[src/rtl/booth_pkg.sv]
// Shared types and constants for the radix-2 Booth multiplier control unit.
package booth_pkg;

  localparam int BOOTH_DEFAULT_WIDTH = 8;

  // {q0, q_1} pairs that call for an add or subtract of M before the shift.
  localparam logic [1:0] BOOTH_ADD = 2'b01;
  localparam logic [1:0] BOOTH_SUB = 2'b10;

  typedef enum logic [3:0] {
    IDLE   = 4'd0,
    LOAD_M = 4'd1,
    LOAD_Q = 4'd2,
    TEST   = 4'd3,
    ADD    = 4'd4,
    SUB    = 4'd5,
    SHIFT  = 4'd6,
    OUT_A  = 4'd7,
    OUT_Q  = 4'd8,
    DONE   = 4'd9
  } booth_state_t;

endpackage

[src/rtl/booth_iter_cnt.sv]
// Booth iteration counter: clear, saturating increment, last-iteration flag.
module booth_iter_cnt
  import booth_pkg::*;
#(
  parameter int WIDTH = BOOTH_DEFAULT_WIDTH
) (
  input  logic clk,
  input  logic rst_b,
  input  logic clr,
  input  logic inc,
  output logic last
);

  localparam int CW = $clog2(WIDTH + 1);
  localparam logic [CW-1:0] LAST_VAL = CW'(WIDTH - 1);
  localparam logic [CW-1:0] MAX_VAL  = CW'(WIDTH);

  logic [CW-1:0] cnt;

  // Saturates at WIDTH so a stray increment can never wrap the count.
  always_ff @(posedge clk) begin
    if (!rst_b) begin
      cnt <= '0;
    end else if (clr) begin
      cnt <= '0;
    end else if (inc && (cnt != MAX_VAL)) begin
      cnt <= cnt + CW'(1);
    end
  end

  assign last = (cnt == LAST_VAL);

endmodule

[src/rtl/booth_ctrl.sv]
// Radix-2 Booth multiplier control FSM issuing strobes c0..c6, busy and fin.
// Optional abort input enabled by defining BOOTH_CTRL_ABORT_EN.
module booth_ctrl
  import booth_pkg::*;
#(
  parameter int WIDTH = BOOTH_DEFAULT_WIDTH
) (
  input  logic clk,
  input  logic rst_b,
  input  logic bgn,
  input  logic q0,
  input  logic q_1,
`ifdef BOOTH_CTRL_ABORT_EN
  input  logic abort,
`endif
  output logic c0,
  output logic c1,
  output logic c2,
  output logic c3,
  output logic c4,
  output logic c5,
  output logic c6,
  output logic busy,
  output logic fin
);

  booth_state_t state;
  booth_state_t state_next;
  logic         last_iter;
  logic         abort_hit;

`ifdef BOOTH_CTRL_ABORT_EN
  assign abort_hit = abort && (state != IDLE) && (state != DONE);
`else
  assign abort_hit = 1'b0;
`endif

  booth_iter_cnt #(
    .WIDTH(WIDTH)
  ) u_iter_cnt (
    .clk  (clk),
    .rst_b(rst_b),
    .clr  ((state == LOAD_M) || abort_hit),
    .inc  (state == SHIFT),
    .last (last_iter)
  );

  always_comb begin
    state_next = state;
    case (state)
      IDLE:    if (bgn) state_next = LOAD_M;
      LOAD_M:  state_next = LOAD_Q;
      LOAD_Q:  state_next = TEST;
      TEST: begin
        case ({q0, q_1})
          BOOTH_ADD: state_next = ADD;
          BOOTH_SUB: state_next = SUB;
          default:   state_next = SHIFT;
        endcase
      end
      ADD:     state_next = SHIFT;
      SUB:     state_next = SHIFT;
      SHIFT:   state_next = last_iter ? OUT_A : TEST;
      OUT_A:   state_next = OUT_Q;
      OUT_Q:   state_next = DONE;
      DONE:    state_next = IDLE;
      default: state_next = IDLE;
    endcase
    if (abort_hit) state_next = IDLE;
  end

  // Outputs are registered from the next state so they track the state register exactly.
  always_ff @(posedge clk) begin
    if (!rst_b) begin
      state <= IDLE;
      c0    <= 1'b0;
      c1    <= 1'b0;
      c2    <= 1'b0;
      c3    <= 1'b0;
      c4    <= 1'b0;
      c5    <= 1'b0;
      c6    <= 1'b0;
      busy  <= 1'b0;
      fin   <= 1'b0;
    end else begin
      state <= state_next;
      c0    <= (state_next == LOAD_M);
      c1    <= (state_next == LOAD_Q);
      c2    <= (state_next == ADD);
      c3    <= (state_next == SUB);
      c4    <= (state_next == SHIFT);
      c5    <= (state_next == OUT_A);
      c6    <= (state_next == OUT_Q);
      busy  <= (state_next != IDLE);
      fin   <= (state_next == DONE);
    end
  end

endmodule
[config.mk]
export PLATFORM = sky130hd
export DESIGN_NAME = booth_ctrl
export DESIGN_NICKNAME = d
export VERILOG_FILES = /design/src/rtl/booth_pkg.sv /design/src/rtl/booth_iter_cnt.sv /design/src/rtl/booth_ctrl.sv
export SDC_FILE = /design/constraint.sdc
export NUM_CORES = 1
export LEC_CHECK = 0
export ABC_AREA = 0
export ABC_CLOCK_PERIOD_IN_PS = 2100
export CELL_PAD_IN_SITES_DETAIL_PLACEMENT = 0
export CELL_PAD_IN_SITES_GLOBAL_PLACEMENT = 1
export CORE_MARGIN = 5
export CORE_UTILIZATION = 39
export DETAILED_ROUTE_END_ITERATION = 8
export PLACE_DENSITY_LB_ADDON = 0.1
export SYNTH_ARGS = -nofsm -noshare
export SYNTH_HDL_FRONTEND = slang
export SYNTH_HIERARCHICAL = 1
export SYNTH_SLANG_ARGS = --single-unit
[constraint.sdc]
create_clock -name clk -period 2.1 [get_ports clk]
set_clock_uncertainty 0.1 [all_clocks]
set_input_delay 0.525 -clock clk [delete_from_list [all_inputs] [get_ports clk]]
set_output_delay 0.525 -clock clk [all_outputs]
set_load 0.05 [all_outputs]
# Word level (Yosys, flattened, before mapping)

Cells that the tools add are included.

Flip-flop bits (word level): 17
Bits of input ports: 5
Latch bits: 0
RAM bits: 0
Bits in read-only memories: 0
Output and inout port bits: 9
Logic and storage cells: 42
Memories kept: 0

$lt $le $gt $ge: 0
Divide/modulo/power cells: 0
Mux-type cells: 4
Reductions and logical operators: 5
Add/subtract/negate cells: 1
Shifts and indexed selects: 0
Eq/ne operators: 20
Multipliers: 0
Bitwise gates (word level): 1

Operator list:

| kind                  | number |
|---|---|
| $eq A4 B3 Y1 const B  | 9 |
| $pmux W4 S8           | 1 |
| $eq A4 B2 Y1 const B  | 3 |
| $eq A4 B4 Y1 const B  | 3 |
| $eq A4 B1 Y1 const B  | 2 |
| $add A4 B1 Y4 const B | 1 |
| $logic_not A4 Y1      | 1 |
| $mux W4               | 1 |
| $ne A4 B4 Y1 const B  | 1 |
| $pmux W2 S2           | 1 |
| $reduce_bool A4 Y1    | 1 |
| $reduce_or A2 Y1      | 2 |
| $mux W3               | 1 |
| $eq A2 B1 Y1 const B  | 1 |
| $eq A2 B2 Y1 const B  | 1 |
| $logic_and A1 B1 Y1   | 1 |
| $not A1 Y1            | 1 |

# Longest topological paths before layout

Depth after elaboration: 4
Depth in mapped cells: 6
Gate-level depth less buffers: 6

# Hierarchy

Netlist, hierarchy kept.

Modules (own cells, without submodules):

| module         | cells an instance | seq. area each (sq um) | instances | area an instance (sq um) |
|---|---|---|---|---|
| booth_ctrl     | 59                | 260.2                  | 1         | 629.4 |
| booth_iter_cnt | 25                | 80.1                   | 1         | 225.2 |

# Worst setup path before layout

Ideal clock, no wire load.

Path kind: in2reg
From: input q_1
To: register c2
Library setup time: 0.116 ns
Slack: 0.485 ns
Stages on the path: 5
Required time: 1.884 ns
Arrival time: 1.398 ns
Buffers on the path: 0
Path through: inv_1 ha_1 a21oi_1 or3_1 and4_1

Longest elaborated chain between the ends: 4
Elaborated cells on any way between the ends: 5
Those cells by class: 3 x eq/ne; 2 x mux

Ends and longest elaborated chain:

| what                                                | RTL line         | RTL |
|---|---|---|
| start, declared                                     | booth_ctrl.sv:12 | `input logic q_1,` |
| $eq A2 B2 Y1 / $eq A2 B1 Y1 (equally long branches) | booth_ctrl.sv:55 | `case ({q0, q_1})` |
| $pmux W2 S2 *                                       | booth_ctrl.sv:55 |  |
| $pmux W4 S8 *                                       | booth_ctrl.sv:50 | `case (state)` |
| $eq A4 B3 Y1 *                                      | booth_ctrl.sv:89 | `c2 <= (state_next == ADD);` |
| end signal, assigned                                | booth_ctrl.sv:89 |  |
| end, declared                                       | booth_ctrl.sv:18 | `output logic c2,` |

Mark *: on every way between the ends. The rest lies on a longest branch, timed or not.
A chain may end at the register's enable or synchronous reset.

# Final worst setup path

From: register c2
To: output c2

No word-level cell between the ends.

==> results.rst <==
.. list-table::
   :header-rows: 1

   * - Metric
     - Value
   * - Count of warnings emitted by yosys
     - 6
   * - Worst flop-to-flop path startpoint
     - state[2]
   * - Count of max-cap constraint violations
     - 0
   * - H-tree depth
     - 1
   * - Average wire per cell in the routed design
     - 12.13 um
   * - Syn Nets
     - 92
   * - Endpoint of the most critical register-to-register path
     - u_iter_cnt/cnt[3]
   * - Leading cell type in the layout, fill and taps excluded
     - dfxtp_1
   * - Commonest non-fill, non-tap cells in the layout
     - dfxtp_1, clkdlybuf4s50_1, nor2_1
   * - Vias in the first global route
     - approximately 620
   * - Switching power of the nets
     - 0.2369 mW
   * - Clock Tree Root
     - clkbuf_4
   * - CP Cell Sequence
     - clkdlybuf4s50_1
   * - Detail Placement HPWL
     - ~1.2 mm
   * - DIE AREA
     - about 3200 um^2
   * - Worst EP arrival
     - 1.40 ns
   * - Final-layout setup total negative slack
     - 0 ns
   * - Leak Pwr
     - ~0.36 nW
   * - Data required time of the worst path
     - about 1.5 ns
   * - Unique masters post-synth
     - 35
   * - Pin count of the biggest net entering global routing
     - 12
   * - Part of the power in combinational logic
     - 26.6%
   * - Startpoint Class
     - flop
   * - Worst R2R Setup Slack
     - between 0.3 and 0.4 ns
   * - Worst Hold Launch
     - u_iter_cnt/cnt[2]
   * - Number of vias per cell
     - approximately 5.1
   * - Hold Crit Class
     - reg2reg
   * - Grt total ovfl
     - 0
   * - Routability Congestion
     - 0.6520
   * - Floorplan die height
     - approximately 57 um
   * - Unrepaired setup endpoints after global routing
     - no
   * - Fmax
     - approximately 0.5 GHz
   * - Post-synthesis cell area
     - approximately 850 um^2
   * - Global routing usage summed across all routing layers
     - a little over a tenth
   * - Port Buffer Count
     - 13
   * - Setup violation total in the final timing report
     - 0
   * - Post-layout utilization of the core
     - between 40% and 50%
   * - Clock tree sinks
     - 17
   * - Final #Nets
     - around 110
   * - Final antenna-violating net count
     - 0
   * - Final routed wirelength across all metal layers
     - between 1.5 and 2 mm
   * - Switching Share
     - about a third
   * - Result of the run
     - finished clean
   * - Longest Clk Path Bufs
     - 2
   * - Area Growth Syn to Fin
     - 18.74%
   * - Layout cells sized above 1
     - approximately 14%
   * - Post-route clock period utilization
     - 96.44%
   * - Depth of the critical timing path with buffers and inverters included
     - 1
   * - Maximum vdd drop
     - 535.4 uV
   * - CP Max Fanout
     - 1
   * - Post-Synthesis Mean Instance Area
     - approximately 10 um^2
   * - Proportion of synthesized chip area in sequential cells
     - 39.82%
   * - PostCTS Resize Cnt
     - 0
   * - Area of the placeable core
     - between 2000 and 2500 um^2
   * - Total DRC errors in the routed layout
     - 0
   * - Critical path capture point type
     - output pin
   * - Wire length of the first global-routing pass
     - 2.670 mm
   * - Post-CTS Repair Setup Buffers
     - 0
   * - 1st-iter DRT viols
     - 1
   * - Master of the slowest instance on the critical path
     - clkdlybuf4s50_1
   * - Antenna cells
     - 0
   * - Clock period minus final worst setup slack
     - between 2 and 2.5 ns
   * - Syn Inst Count
     - 84
   * - Cell depth of the worst hold path
     - 2
   * - Count of vias placed by the detailed router
     - around 640
   * - Buffers plus inverters on the worst setup path
     - 1
   * - Count of standard-cell rows
     - 17
   * - TritonCTS Buffers
     - 3
   * - Crit path largest cell delay
     - ~0.79 ns
   * - Flip-flop and latch count after synthesis
     - 17
   * - Initial Util
     - approximately 40%
   * - Cell depth of the worst flop-to-flop path
     - 5
   * - Endpoint, Worst Hold
     - u_iter_cnt/cnt[2]
   * - Cell type group with the largest total delay on the critical path
     - buffers and inverters
   * - Antenna violations before repair
     - 0
   * - Relative contribution of the clock network to total power
     - 22.5%
   * - Final Slew Violations
     - 0
   * - Pwr per Cell Area
     - 726.8 nW/um^2
   * - Design internal power
     - between 0.5 and 0.6 mW
   * - I/O Pins
     - 14
   * - Kind of critical path
     - reg2out
   * - EDFF count, synth
     - 0
   * - First-pass detailed-route iteration total
     - 2
   * - Count of final hold-check violations
     - 0
   * - TritonCTS clock tree
     - built
   * - Die Wd
     - between 50 and 60 um
   * - CTS clk-pin slew, worst paths
     - roughly 0.09 ns
   * - Hold buffer count at CTS
     - 0
   * - Post-synthesis async set-or-reset flop share
     - 0%
   * - Share of power burned in registers
     - 50.9%
   * - Ys flop type
     - dfxtp_1
   * - Transition time of the tightest slew-check pin
     - between 0.5 and 0.6 ns
   * - Later-pin clock latency in the skew report
     - 0.28 ns
   * - Max-slew headroom at the worst pin
     - a little under two thirds
[cell type report]
type | count | area (um^2)
fillers | 239 | 1134
clock buffers | 4 | 26.28
multi-input cells | 57 | 452.9
flip-flops and latches | 17 | 340.3
inverters | 6 | 22.52
repair buffers | 14 | 137.6
well taps | 28 | 35.03
[per-layer routing]
metal / wire [um] / GRT usage [%] / up-vias / share of wire, %
li1: - / - / 326 / -
met1: 613 / 11.08 / 307 / 40
met2: 819 / 19.80 / 9 / 54
met3: 81 / 4.368 / 2 / 5.3
met4: 14 / 2.980 / 0 / 0.92
met5: 0 / 0 / - / 0
[how the worst max path moves through the flow]
| stage | startpoint | endpoint | slack [ns] |
|---|---|---|---|
| floorplan | q_1 | c2 | 0.49 |
| global placement | q_1 | c2 | -0.02 |
| detailed placement | q_1 | c2 | -0.03 |
| CTS | c2 | c2 | 0.05 |
| global route | c2 | c2 | 0.02 |
| finish | c2 | c2 | 0.07 |
[through the flow]
step                instance area (um^2)  setup WS, ns  instances  power, mW  hold slack, ns
global placement                   988.4      -0.01825        122     0.5815          0.3865
detailed placement                 988.4      -0.02979        122     0.5821          0.4011
finish                              1015       0.07486        126     0.7375          0.4100
global route                        1015       0.02023        126     0.7843          0.4412
floorplan                          854.6        0.4854         84     0.5331          0.3703
CTS                                 1015       0.04764        126     0.7539          0.4171
[logic make-up (layout without fill, tap and decap cells)]
group                      count (synthesis)  count (layout)  synth area share (%)
adders and majority gates                  3               3                 4.393
xor gates and xnor gates                   1               1                 1.025
DFF                                       17              17                 39.82
buffers and inverters                     10              24                 7.173
AOI/OAI and AO/OA                         16              16                 15.67
and+or+nand+nor                           37              37                 31.92
[sequential cells by signal, indices dropped and copies added, names as in the netlist]
| register | count |
|---|---|
| state | 4 |
| c3 | 1 |
| fin | 1 |
| c0 | 1 |
| u_iter_cnt/cnt | 4 |
| c1 | 1 |
| c2 | 1 |
| c5 | 1 |
| c4 | 1 |
| c6 | 1 |
| busy | 1 |
[cell usage after synthesis (all sizes together) (3+ instances only)]
cell type | count | area [um^2]
nand2 | 5 | 18.77
buf | 4 | 38.78
nor2 | 9 | 36.29
dfxtp | 17 | 340.3
nand2b | 3 | 26.27
inv | 6 | 22.52
a21oi | 9 | 60.06
and4 | 3 | 26.28
nor4b | 3 | 38.79
ha | 3 | 37.54
[power by group through the flow]
stage	sequential (mW)	combinational, mW	clock (mW)
6_report	0.376	0.196	0.166
5_1_grt	0.380	0.211	0.193
4_1_cts	0.376	0.199	0.179
3_5_place_dp	0.383	0.199	0
3_3_place_gp	0.383	0.199	0
2_1_floorplan	0.401	0.132	0
(Power assumes the default switching activity.)
